**src/rtl/vga_sync_gen_if.sv**
```systemverilog
// ---------------------------------------------------------------------------
// vga_sync_gen_if
//   Bundles the pixel clock enable and the timing outputs of vga_sync_gen
//   into one connection.
//
//   Signals
//     pix_ce       pixel clock enable into the generator
//     hsync        horizontal sync to the connector
//     vsync        vertical sync to the connector
//     video_on     high inside the visible 640x480 window
//     s_pixel_col  raw horizontal count
//     s_pixel_row  raw vertical count
//     line_start   one-cycle strobe at the first pixel of every line
//     frame_start  one-cycle strobe at the first pixel of every frame
//
//   Modports
//     master  the timing generator (drives the timing, receives pix_ce)
//     slave   a downstream consumer (drives pix_ce, receives the timing)
// ---------------------------------------------------------------------------
interface vga_sync_gen_if;

  logic       pix_ce;
  logic       hsync;
  logic       vsync;
  logic       video_on;
  logic [9:0] s_pixel_col;
  logic [9:0] s_pixel_row;
  logic       line_start;
  logic       frame_start;

  modport master (
    input  pix_ce,
    output hsync,
    output vsync,
    output video_on,
    output s_pixel_col,
    output s_pixel_row,
    output line_start,
    output frame_start
  );

  modport slave (
    output pix_ce,
    input  hsync,
    input  vsync,
    input  video_on,
    input  s_pixel_col,
    input  s_pixel_row,
    input  line_start,
    input  frame_start
  );

endinterface

```
**src/rtl/vga_sync_gen.sv**
```systemverilog
// ---------------------------------------------------------------------------
// vga_sync_gen
//   Free-running 640x480@60Hz VGA timing generator on the 25 MHz pixel clock.
//   Produces hsync/vsync for the connector, raw pixel row/column and a
//   video_on window for the image path, plus line/frame start strobes.
//
//   Ports
//     clk_25   in   25 MHz pixel clock, sole clock
//     reset    in   synchronous, active-high reset
//     bus      vga_sync_gen_if.master
//                pix_ce (in), hsync, vsync, video_on, s_pixel_col,
//                s_pixel_row, line_start, frame_start (out)
//
//   Build option
//     VGA_SYNC_REG_EN  when defined, every output passes through one register
//                      stage (all outputs lag the counters by one clk_25 and
//                      stay mutually aligned). When undefined, outputs are
//                      decoded combinationally from the counters.
//
//   H_TOTAL and V_TOTAL must both be <= 1024 (10-bit counters).
// ---------------------------------------------------------------------------
module vga_sync_gen #(
  parameter int unsigned H_ACTIVE = 640,
  parameter int unsigned H_FP     = 16,
  parameter int unsigned H_SYNC   = 96,
  parameter int unsigned H_BP     = 48,
  parameter int unsigned V_ACTIVE = 480,
  parameter int unsigned V_FP     = 10,
  parameter int unsigned V_SYNC   = 2,
  parameter int unsigned V_BP     = 33,
  parameter int unsigned SYNC_POL = 0
) (
  input  logic           clk_25,
  input  logic           reset,
  vga_sync_gen_if.master bus
);

  localparam int unsigned H_TOTAL = H_ACTIVE + H_FP + H_SYNC + H_BP;
  localparam int unsigned V_TOTAL = V_ACTIVE + V_FP + V_SYNC + V_BP;

  localparam logic [9:0] H_LAST = 10'(H_TOTAL - 1);
  localparam logic [9:0] V_LAST = 10'(V_TOTAL - 1);

  // Window bounds are 11 bits so an end bound of exactly 1024 still compares
  // correctly against the 10-bit counters.
  localparam logic [10:0] H_VIS_END = 11'(H_ACTIVE);
  localparam logic [10:0] HS_START  = 11'(H_ACTIVE + H_FP);
  localparam logic [10:0] HS_END    = 11'(H_ACTIVE + H_FP + H_SYNC);
  localparam logic [10:0] V_VIS_END = 11'(V_ACTIVE);
  localparam logic [10:0] VS_START  = 11'(V_ACTIVE + V_FP);
  localparam logic [10:0] VS_END    = 11'(V_ACTIVE + V_FP + V_SYNC);

  localparam logic SYNC_ON  = (SYNC_POL != 0);
  localparam logic SYNC_OFF = ~SYNC_ON;

  logic [9:0]  h_cnt;
  logic [9:0]  v_cnt;
  logic [10:0] h_ext;
  logic [10:0] v_ext;

  logic       dec_hsync;
  logic       dec_vsync;
  logic       dec_video_on;
  logic       dec_line_start;
  logic       dec_frame_start;
  logic [9:0] dec_col;
  logic [9:0] dec_row;

  assign h_ext = {1'b0, h_cnt};
  assign v_ext = {1'b0, v_cnt};

  // ------------------------------------------------------------------------
  // Raster counters: the vertical count only moves on the horizontal wrap.
  // ------------------------------------------------------------------------
  always_ff @(posedge clk_25) begin
    if (reset) begin
      h_cnt <= '0;
      v_cnt <= '0;
    end else if (bus.pix_ce) begin
      if (h_cnt == H_LAST) begin
        h_cnt <= '0;
        if (v_cnt == V_LAST) begin
          v_cnt <= '0;
        end else begin
          v_cnt <= v_cnt + 10'd1;
        end
      end else begin
        h_cnt <= h_cnt + 10'd1;
      end
    end
  end

  // ------------------------------------------------------------------------
  // Timing decode. While reset is asserted every output shows its inactive
  // value (row/col at 0), so the unregistered and registered builds differ
  // by exactly one clock even across a mid-frame reset.
  // ------------------------------------------------------------------------
  always_comb begin
    dec_hsync       = SYNC_OFF;
    dec_vsync       = SYNC_OFF;
    dec_video_on    = 1'b0;
    dec_line_start  = 1'b0;
    dec_frame_start = 1'b0;
    dec_col         = '0;
    dec_row         = '0;
    if (!reset) begin
      if (h_ext >= HS_START && h_ext < HS_END) begin
        dec_hsync = SYNC_ON;
      end
      if (v_ext >= VS_START && v_ext < VS_END) begin
        dec_vsync = SYNC_ON;
      end
      dec_video_on    = (h_ext < H_VIS_END) && (v_ext < V_VIS_END);
      dec_line_start  = bus.pix_ce && (h_cnt == '0);
      dec_frame_start = bus.pix_ce && (h_cnt == '0) && (v_cnt == '0);
      dec_col         = h_cnt;
      dec_row         = v_cnt;
    end
  end

`ifdef VGA_SYNC_REG_EN
  // ------------------------------------------------------------------------
  // Output register stage: loads the decode every clock so that the whole
  // output set is the unregistered output set delayed by one clk_25.
  // ------------------------------------------------------------------------
  logic       hsync_q;
  logic       vsync_q;
  logic       video_on_q;
  logic       line_start_q;
  logic       frame_start_q;
  logic [9:0] col_q;
  logic [9:0] row_q;

  always_ff @(posedge clk_25) begin
    if (reset) begin
      hsync_q       <= SYNC_OFF;
      vsync_q       <= SYNC_OFF;
      video_on_q    <= 1'b0;
      line_start_q  <= 1'b0;
      frame_start_q <= 1'b0;
      col_q         <= '0;
      row_q         <= '0;
    end else begin
      hsync_q       <= dec_hsync;
      vsync_q       <= dec_vsync;
      video_on_q    <= dec_video_on;
      line_start_q  <= dec_line_start;
      frame_start_q <= dec_frame_start;
      col_q         <= dec_col;
      row_q         <= dec_row;
    end
  end

  assign bus.hsync       = hsync_q;
  assign bus.vsync       = vsync_q;
  assign bus.video_on    = video_on_q;
  assign bus.line_start  = line_start_q;
  assign bus.frame_start = frame_start_q;
  assign bus.s_pixel_col = col_q;
  assign bus.s_pixel_row = row_q;
`else
  assign bus.hsync       = dec_hsync;
  assign bus.vsync       = dec_vsync;
  assign bus.video_on    = dec_video_on;
  assign bus.line_start  = dec_line_start;
  assign bus.frame_start = dec_frame_start;
  assign bus.s_pixel_col = dec_col;
  assign bus.s_pixel_row = dec_row;
`endif

endmodule

```
**src/flat_wrapper.sv**
```systemverilog
// flat-port wrapper written by rule: the top's interface ports become plain ports
module vga_sync_gen_flat 
#(
  parameter int unsigned H_ACTIVE = 640,
  parameter int unsigned H_FP     = 16,
  parameter int unsigned H_SYNC   = 96,
  parameter int unsigned H_BP     = 48,
  parameter int unsigned V_ACTIVE = 480,
  parameter int unsigned V_FP     = 10,
  parameter int unsigned V_SYNC   = 2,
  parameter int unsigned V_BP     = 33,
  parameter int unsigned SYNC_POL = 0
)
  (clk_25, reset, bus_pix_ce, bus_hsync, bus_vsync, bus_video_on, bus_s_pixel_col, bus_s_pixel_row, bus_line_start, bus_frame_start);
  vga_sync_gen_if bus_i ();
  input  logic clk_25;
  input  logic reset;
  input wire logic [$bits(bus_i.pix_ce)-1:0] bus_pix_ce;
  output wire logic [$bits(bus_i.hsync)-1:0] bus_hsync;
  output wire logic [$bits(bus_i.vsync)-1:0] bus_vsync;
  output wire logic [$bits(bus_i.video_on)-1:0] bus_video_on;
  output wire logic [$bits(bus_i.s_pixel_col)-1:0] bus_s_pixel_col;
  output wire logic [$bits(bus_i.s_pixel_row)-1:0] bus_s_pixel_row;
  output wire logic [$bits(bus_i.line_start)-1:0] bus_line_start;
  output wire logic [$bits(bus_i.frame_start)-1:0] bus_frame_start;
  assign bus_i.pix_ce = bus_pix_ce;
  assign bus_hsync = bus_i.hsync;
  assign bus_vsync = bus_i.vsync;
  assign bus_video_on = bus_i.video_on;
  assign bus_s_pixel_col = bus_i.s_pixel_col;
  assign bus_s_pixel_row = bus_i.s_pixel_row;
  assign bus_line_start = bus_i.line_start;
  assign bus_frame_start = bus_i.frame_start;
  vga_sync_gen #(.H_ACTIVE(H_ACTIVE), .H_FP(H_FP), .H_SYNC(H_SYNC), .H_BP(H_BP), .V_ACTIVE(V_ACTIVE), .V_FP(V_FP), .V_SYNC(V_SYNC), .V_BP(V_BP), .SYNC_POL(SYNC_POL)) u_core (.clk_25(clk_25), .reset(reset), .bus(bus_i));
endmodule
```
**config.mk**
```make
export PLATFORM = sky130hd
export DESIGN_NAME = vga_sync_gen_flat
export DESIGN_NICKNAME = d
export VERILOG_FILES = /design/src/rtl/vga_sync_gen_if.sv /design/src/rtl/vga_sync_gen.sv /design/src/flat_wrapper.sv
export SDC_FILE = /design/constraint.sdc
export NUM_CORES = 1
export LEC_CHECK = 0
export CORE_MARGIN = 3
export CORE_UTILIZATION = 60
export DETAILED_ROUTE_END_ITERATION = 10
export DONT_BUFFER_PORTS = 1
export GPL_TIMING_DRIVEN = 0
export PLACE_DENSITY = 0.76
export SLEW_MARGIN = 25
export SYNTH_ARGS = -nofsm -noshare
export SYNTH_HDL_FRONTEND = slang
export SYNTH_SLANG_ARGS = --single-unit
export TNS_END_PERCENT = 5
```
**constraint.sdc**
```tcl
create_clock -name clk_25 -period 2.63 [get_ports clk_25]
set_input_delay 0.526 -clock clk_25 [delete_from_list [all_inputs] [get_ports clk_25]]
set_output_delay 0.526 -clock clk_25 [all_outputs]
set_load 0.005 [all_outputs]
```
**Word-level counts from Yosys, hierarchy flattened**

Index checks and enable logic that the tools add are counted.

- Add/sub/neg operators: 2
- $lt $le $gt $ge: 6
- Eq/ne operators: 2
- Multiplexer cells: 11
- Reduce and logical (&&, ||, !) cells: 8

Operators by type and width:

| kind | count |
|---|---|
| two-way mux 10 bit | 4 |
| adder 10 x 1 -> 10 bit, second input constant | 2 |
| equality test 10 bit, second input constant | 2 |
| logical NOT 10 bit | 2 |
| < comparator 10 bit, second input constant | 2 |
| < comparator 10 x 9 -> 1 bit, second input constant | 2 |
| greater-or-equal comparator 10 bit, second input constant | 1 |
| greater-or-equal comparator 10 x 9 -> 1 bit, second input constant | 1 |
| two-way mux 1 bit | 7 |
| logical AND 1 bit | 5 |
| AND reduction 2 bit | 1 |

- Register bits: 20
- Input bits: 3
- Logic and storage cells: 31

**Depth between registers and ports, before layout**

Gate-level depths: netlist of run 1.

- Word-level depth: 4
- Gate-level depth with buffers: 7
- Gate-level depth less buffers: 6

**Worst setup path before layout of run 1**

No wires, ideal clock.

- Kind: input-to-output
- Start: in bus_pix_ce
- End: out bus_frame_start
- Arrival time: 1.685 ns
- Path slack: 0.419 ns
- Stages on the path: 5
- Buffers on the path: 1
- Path through: clkbuf_1 nor4bb_1 nand3_1 nor4_1 nor4bb_1

- Cells in the longest elaborated chain, start to end: 3

RTL lines:

| element | RTL line | RTL |
|---|---|---|
| start, declared | flat_wrapper.sv:18 | `input wire logic [$bits(bus_i.pix_ce)-1:0] bus_pix_ce;` |
| logical AND 1 bit (2 in series) | vga_sync_gen.sv:115 | `dec_frame_start = bus.pix_ce && (h_cnt == '0) && (v_cnt == '0);` |
| two-way mux 1 bit | vga_sync_gen.sv:106 | `if (!reset) begin` |
| end, declared | flat_wrapper.sv:25 | `output wire logic [$bits(bus_i.frame_start)-1:0] bus_frame_start;` |

No other way between the ends.

**Final worst setup path of run 1**

- Start: reg u_core.h_cnt[0]
- End: out bus_frame_start

- Cells in the longest elaborated chain, start to end: 4

RTL lines:

| element | RTL line | RTL |
|---|---|---|
| start, declared | vga_sync_gen.sv:56 | `logic [9:0] h_cnt;` |
| start signal, assigned | vga_sync_gen.sv:88 | `h_cnt <= h_cnt + 10'd1;` |
| logical NOT 10 bit | vga_sync_gen.sv:115 |  |
| logical AND 1 bit (2 in series) | vga_sync_gen.sv:115 |  |
| two-way mux 1 bit | vga_sync_gen.sv:106 |  |

No other way between the ends.

==> impl_metrics.tcl, run 1 <==
set metrics [dict create \
    hp-class "flip-flop to flip-flop" \
    wl_met3_um 217 \
    io_pins 28 \
    slew_viol_final 0 \
    path_delay_family "simple AND/OR/NAND/NOR gates" \
    globalplace.congestion 0.891 \
    drive_above_1_share_pct 7.65 \
    first_global_vias 1147 \
    criticalPathCategory "flip-flop to output pin" \
    crit_arrival_ps 1980 \
    firstDrtPassIters 5 \
    critPathLaunchType "flip-flop" \
    post-route-period-util_pct 95.2 \
    die_w_um 52.1 \
    cts_buffers 3 \
    synth_top_family_by_area "simple AND/OR/NAND/NOR gates" \
    fin_crit_ps 2500 \
    hold_buffers 0 \
    synth-seq-cells 20 \
    port_buffers 0 \
    syn_to_final_growth_pct 5.39 \
    synthDistinctLibCells 41 \
    synth_compound_area_share_pct 11.6 \
    synth-simple-area-share_pct 40.4 \
    finalSetupViolCount 0 \
    synth_seq_area_share_pct 31.3 \
    htreeDepth 1 \
    clk_pin_slew_ps 110 \
    async_reset_ff_share_pct 0 \
    synth.area.mux_share_pct 0.784 \
    rsz0062_at_grt "no" \
    cap_violations 0 \
    slowest_stage "nor4bb_2" \
    drt-met1-wl_mm 1.35 \
    grt_max_degree 11 \
    setup.worst_path.end_class "output pin" \
    vdd_drop_max_mv 0.277 \
    fin_skew_ps 2.97 \
    netlist_area_mm2 0.00128 \
    routed_via_density 6.26 \
    avgRoutedWirePerCell_um 15.2 \
    report.final.hold_viol_count 0 \
    synthXorXnorAreaFrac_pct 4.80 \
    power_density_mw_per_mm2 370 \
    cp.required_ps 2100 \
    drc 0 \
    wl_met2_mm 1.39 \
    placeableCoreArea_mm2 0.00198 \
    synthAdderAreaFrac_pct 3.92 \
    antenna_found_initial 0 \
    n_fill_cell 187 \
    crit_chain "inv_1, ha_1, nor4bb_1, nand3_1, nor4_2, nor4bb_2" \
    synth.top_cell.area_share_pct 31.3 \
    fin_util_pct 67.9 \
    syn_area_per_cell_um2 7.65 \
    start_util_pct 64.5 \
    power_leakage_uw 0.000436 \
    synth-edff-count 0 \
    worst_pin_slew_ps 955 \
    die_area_mm2 0.00272 \
    slew_headroom_pct 35.8 \
    rows 16 \
    nets 179 \
    drtIter0Drc 20 \
    synth-main-ff-cell "dfxtp_1" \
    setup_tns_ps 0 \
    numClockSinks 20 \
    max_stage_delay_ps 390 \
    multiInputGateArea_um2 797 \
    regArea_um2 400 \
    overflow 0 \
    grtUsageTotal_pct 24.2 \
    vias 1234 \
    syn_inst 167 \
    crit_fanout 5 \
    worst_skew_pair.late_latency_ps 300 \
    drt-total-wl_mm 3.00 \
    hpwl_mm 2.17 \
    synth_area_leader_cell "dfxtp_1" \
    highest_layer "met4" \
    final_antenna_net_count 0 \
    synth_area_leaders "dfxtp_1 31%, nor2b_1 7.8%, nor2_1 5.0%" \
    postCtsSetupRepairBufs 0 \
    status "finished, final reports clean" \
    crit_buf_inv 1 \
    dp_slack_ps 52.7 \
    syn_nets 174 \
    synth_most_common_cell "dfxtp_1" \
    grt_pass1_wl_mm 5.05 \
    synth_common_cells "20 x dfxtp_1, 17 x nor2_1, 16 x nor2b_1, 12 x nand2_1, 11 x nand3_1" \
    ys_warn_count 0 \
    setup_slack_ps 127 \
    clk_path_buf_depth 2 \
    diodes 0 \
    clock-root-buffer "clkbuf_4" \
    fmax_mhz 400 \
    die_y_um 52.1 \
    cts_tree "built" \
]
area by class of cell:
cell class                      count  area share, %
Buffer                             13           4.93
Clock buffer                        3           1.67
Inverter                            7           1.95
Multi-Input combinational cell    127           59.2
Sequential cell                    20           29.7
Tap cell                           27           2.51
cells in the final DEF (no fill, tap or decap), drive strengths merged, types with 6 or more instances in the layout:
cell type,n
dfxtp,20
nor2,17
nor2b,16
nand2,12
nand3,11
clkbuf,10
a21oi,8
nor3,8
inv,7
nor4,7
o21ai,6
buf,6
layer usage:
| metal | track usage [%] | vias up |
|---|---|---|
| li1 | - | 598 |
| met1 | 32.4 | 579 |
| met2 | 38.5 | 50 |
| met3 | 3.15 | 7 |
| met4 | 11.1 | 0 |
| met5 | 0 | - |
final timing paths:
path              startpoint              end  slack [ps]  cells past startpoint
max          u_core.h_cnt[0]  bus_frame_start         130                      6
min          u_core.v_cnt[1]  u_core.v_cnt[1]         510                      2
max reg2reg  u_core.h_cnt[0]  u_core.h_cnt[9]         300                      6
min reg2reg  u_core.v_cnt[1]  u_core.v_cnt[1]         510                      2
state kept, by name, summed over array words and instances (netlist names):
name	cells
u_core.h_cnt	10
u_core.v_cnt	10
per-stage QoR:
step,area [um^2],hold WS (ps),std cells,power (uW)
detailed placement,1310,502,194,359
finish,1350,511,197,498
global placement,1310,493,194,358
floorplan,1280,469,167,349
CTS,1340,517,197,500
global route,1350,547,197,514
worst min-delay path: cells and delay by family (launching register included):
family / cells / cell delay, ps
DFF: 1 / 360
and+or+nand+nor: 1 / 70
AOI/OAI and AO/OA: 1 / 50
kinds of logic (layout without fill, tap and decap cells):
family,Yosys count,count (layout)
simple gates,92,92
compound gates,23,23
flops,20,20
buf+inv,20,23
xor+xnor,7,7
fa+ha+maj,4,4
mux,1,1
timing repair:
item,in CTS,in global routing
pin swaps,0,0
setup endpoints to repair,1,1
gates resized for setup,1,1
cloned,0,0
power breakdown:
part	total, uW	internal (uW)	switching, uW
Combinational	42.2	14.6	27.7
Clock	145	53.4	91.2
Sequential	311	307	4.10
Total	498	375	123
Note: power is estimated with default switching activity, not from simulation.
==> inputs of run 2 (changes only) <==
Settings changed: RECOVER_POWER from default to 100.
==> impl_metrics.tcl, run 2 (synthesis gave the netlist of run 1 again) <==
set metrics [dict create \
    drive_above_1_share_pct 5.88 \
    power_leakage_uw 0.000426 \
    avgRoutedWirePerCell_um 15.2 \
    htreeDepth 1 \
    grt_pass1_wl_mm 5.05 \
    rows 16 \
    first_global_vias 1147 \
    antenna_found_initial 0 \
    slowest_stage "nor4bb_2" \
    drtIter0Drc 39 \
    die_area_mm2 0.00272 \
    final_antenna_net_count 0 \
    slew_headroom_pct 34.5 \
    setup_tns_ps 0 \
    clock-root-buffer "clkbuf_4" \
    cap_violations 0 \
    placeableCoreArea_mm2 0.00198 \
    syn_to_final_growth_pct 3.92 \
    numClockSinks 20 \
    worst_skew_pair.late_latency_ps 290 \
    crit_fanout 5 \
    slew_viol_final 0 \
    rsz0062_at_grt "no" \
    die_w_um 52.1 \
    fmax_mhz 399 \
    overflow 0 \
    routed_via_density 6.31 \
    diodes 0 \
    max_stage_delay_ps 390 \
    clk_pin_slew_ps 110 \
    dp_slack_ps 52.7 \
    power_uw 498 \
    cp.required_ps 2100 \
    firstDrtPassIters 4 \
    grt_max_degree 11 \
    globalplace.congestion 0.891 \
    fin_util_pct 67.0 \
    worst_pin_slew_ps 975 \
    start_util_pct 64.5 \
    crit_arrival_ps 1980 \
    fin_skew_ps 1.53 \
    fin_crit_ps 2510 \
    clk_path_buf_depth 2 \
    setup.worst_path.end_class "output pin" \
    setup_slack_ps 124 \
    cts_tree "built" \
    report.final.hold_viol_count 0 \
    instances_no_fill 197 \
    status "finished, final reports clean" \
    layout_commonest_cell "dfxtp_1" \
    final_cell_mix "20 x dfxtp_1, 17 x nor2_1, 16 x nor2b_1" \
    port_buffers 0 \
    criticalPathCategory "flip-flop to output pin" \
    nets 179 \
    r2r_cells 6 \
    holdPathStages 2 \
    top_regs "u_core.h_cnt (10), u_core.v_cnt (10)" \
    critPathLaunchType "flip-flop" \
    postCtsSetupRepairBufs 0 \
    vias 1243 \
    post-route-period-util_pct 95.3 \
    crit_chain "inv_1, ha_1, nor4bb_1, nand3_1, nor4_2, nor4bb_2" \
    power_density_mw_per_mm2 375 \
    io_pins 28 \
    dp_cells 194 \
    drt-total-wl_mm 2.99 \
    grtUsageTotal_pct 24.2 \
    vdd_drop_max_mv 0.281 \
    die_y_um 52.1 \
    hp-class "flip-flop to flip-flop" \
    finalSetupViolCount 0 \
    drc 0 \
    hpwl_mm 2.17 \
    cts_buffers 3 \
]
==> run 2: cell types whose count changed in the layout (fill, tap and decap cells not counted) <==
cell      change
buf_6         -1
nor4_1        +1
clkbuf_1      +4
buf_1         -2
nor4_2        -1
or3_4         -1
buf_2         -1
or3_2         +1
==> run 2: cell type report <==
class,count,area (um^2)
Fill cell,190,654
Tap cell,27,33.8
Buffer,13,57.6
Sequential cell,20,400
Inverter,7,26.3
Clock buffer,3,22.5
Multi-Input combinational cell,127,787
==> run 2: final timing paths <==
path                                       from               to  slack (ps)
worst max-delay path            u_core.h_cnt[0]  bus_frame_start         120
worst min-delay path            u_core.v_cnt[1]  u_core.v_cnt[1]         510
worst max register to register  u_core.h_cnt[0]  u_core.h_cnt[9]         310
worst min register to register  u_core.v_cnt[1]  u_core.v_cnt[1]         510
==> run 2: power breakdown <==
group          internal, uW  total (uW)  switching [uW]
combinational          14.6        42.5            27.9
sequential              307         311            4.10
clock                  53.3         144            91.0
==> run 2: what timing repair did <==
item | in CTS | in global routing
pin swaps | 0 | 0
gates resized for setup | 1 | 1
hold buffers | 0 | 0
setup endpoints to repair | 1 | 1
gates cloned | 0 | 0
==> run 2: metal layers <==
metal / GRT usage, % / share of wire [%] / up-vias
met1: 32.4 / 44 / 574
met4: 11.1 / 0.77 / 0
li1: - / - / 598
met2: 38.5 / 46 / 67
met5: 0 / 0 / -
met3: 3.15 / 8.7 / 4
==> run 2: through the flow <==
stage / area [um^2] / hold WS [ps]
2_1_floorplan: 1280 / 469
3_3_place_gp: 1310 / 493
3_5_place_dp: 1310 / 502
4_1_cts: 1340 / 517
5_1_grt: 1330 / 547
6_report: 1330 / 515
==> run 2: critical path: cells and delay by family (launching register included) <==
family        cells  cell delay [ps]
simple gates      4             1080
fa+ha+maj         1              140
buf+inv           1               90
flops             1              370
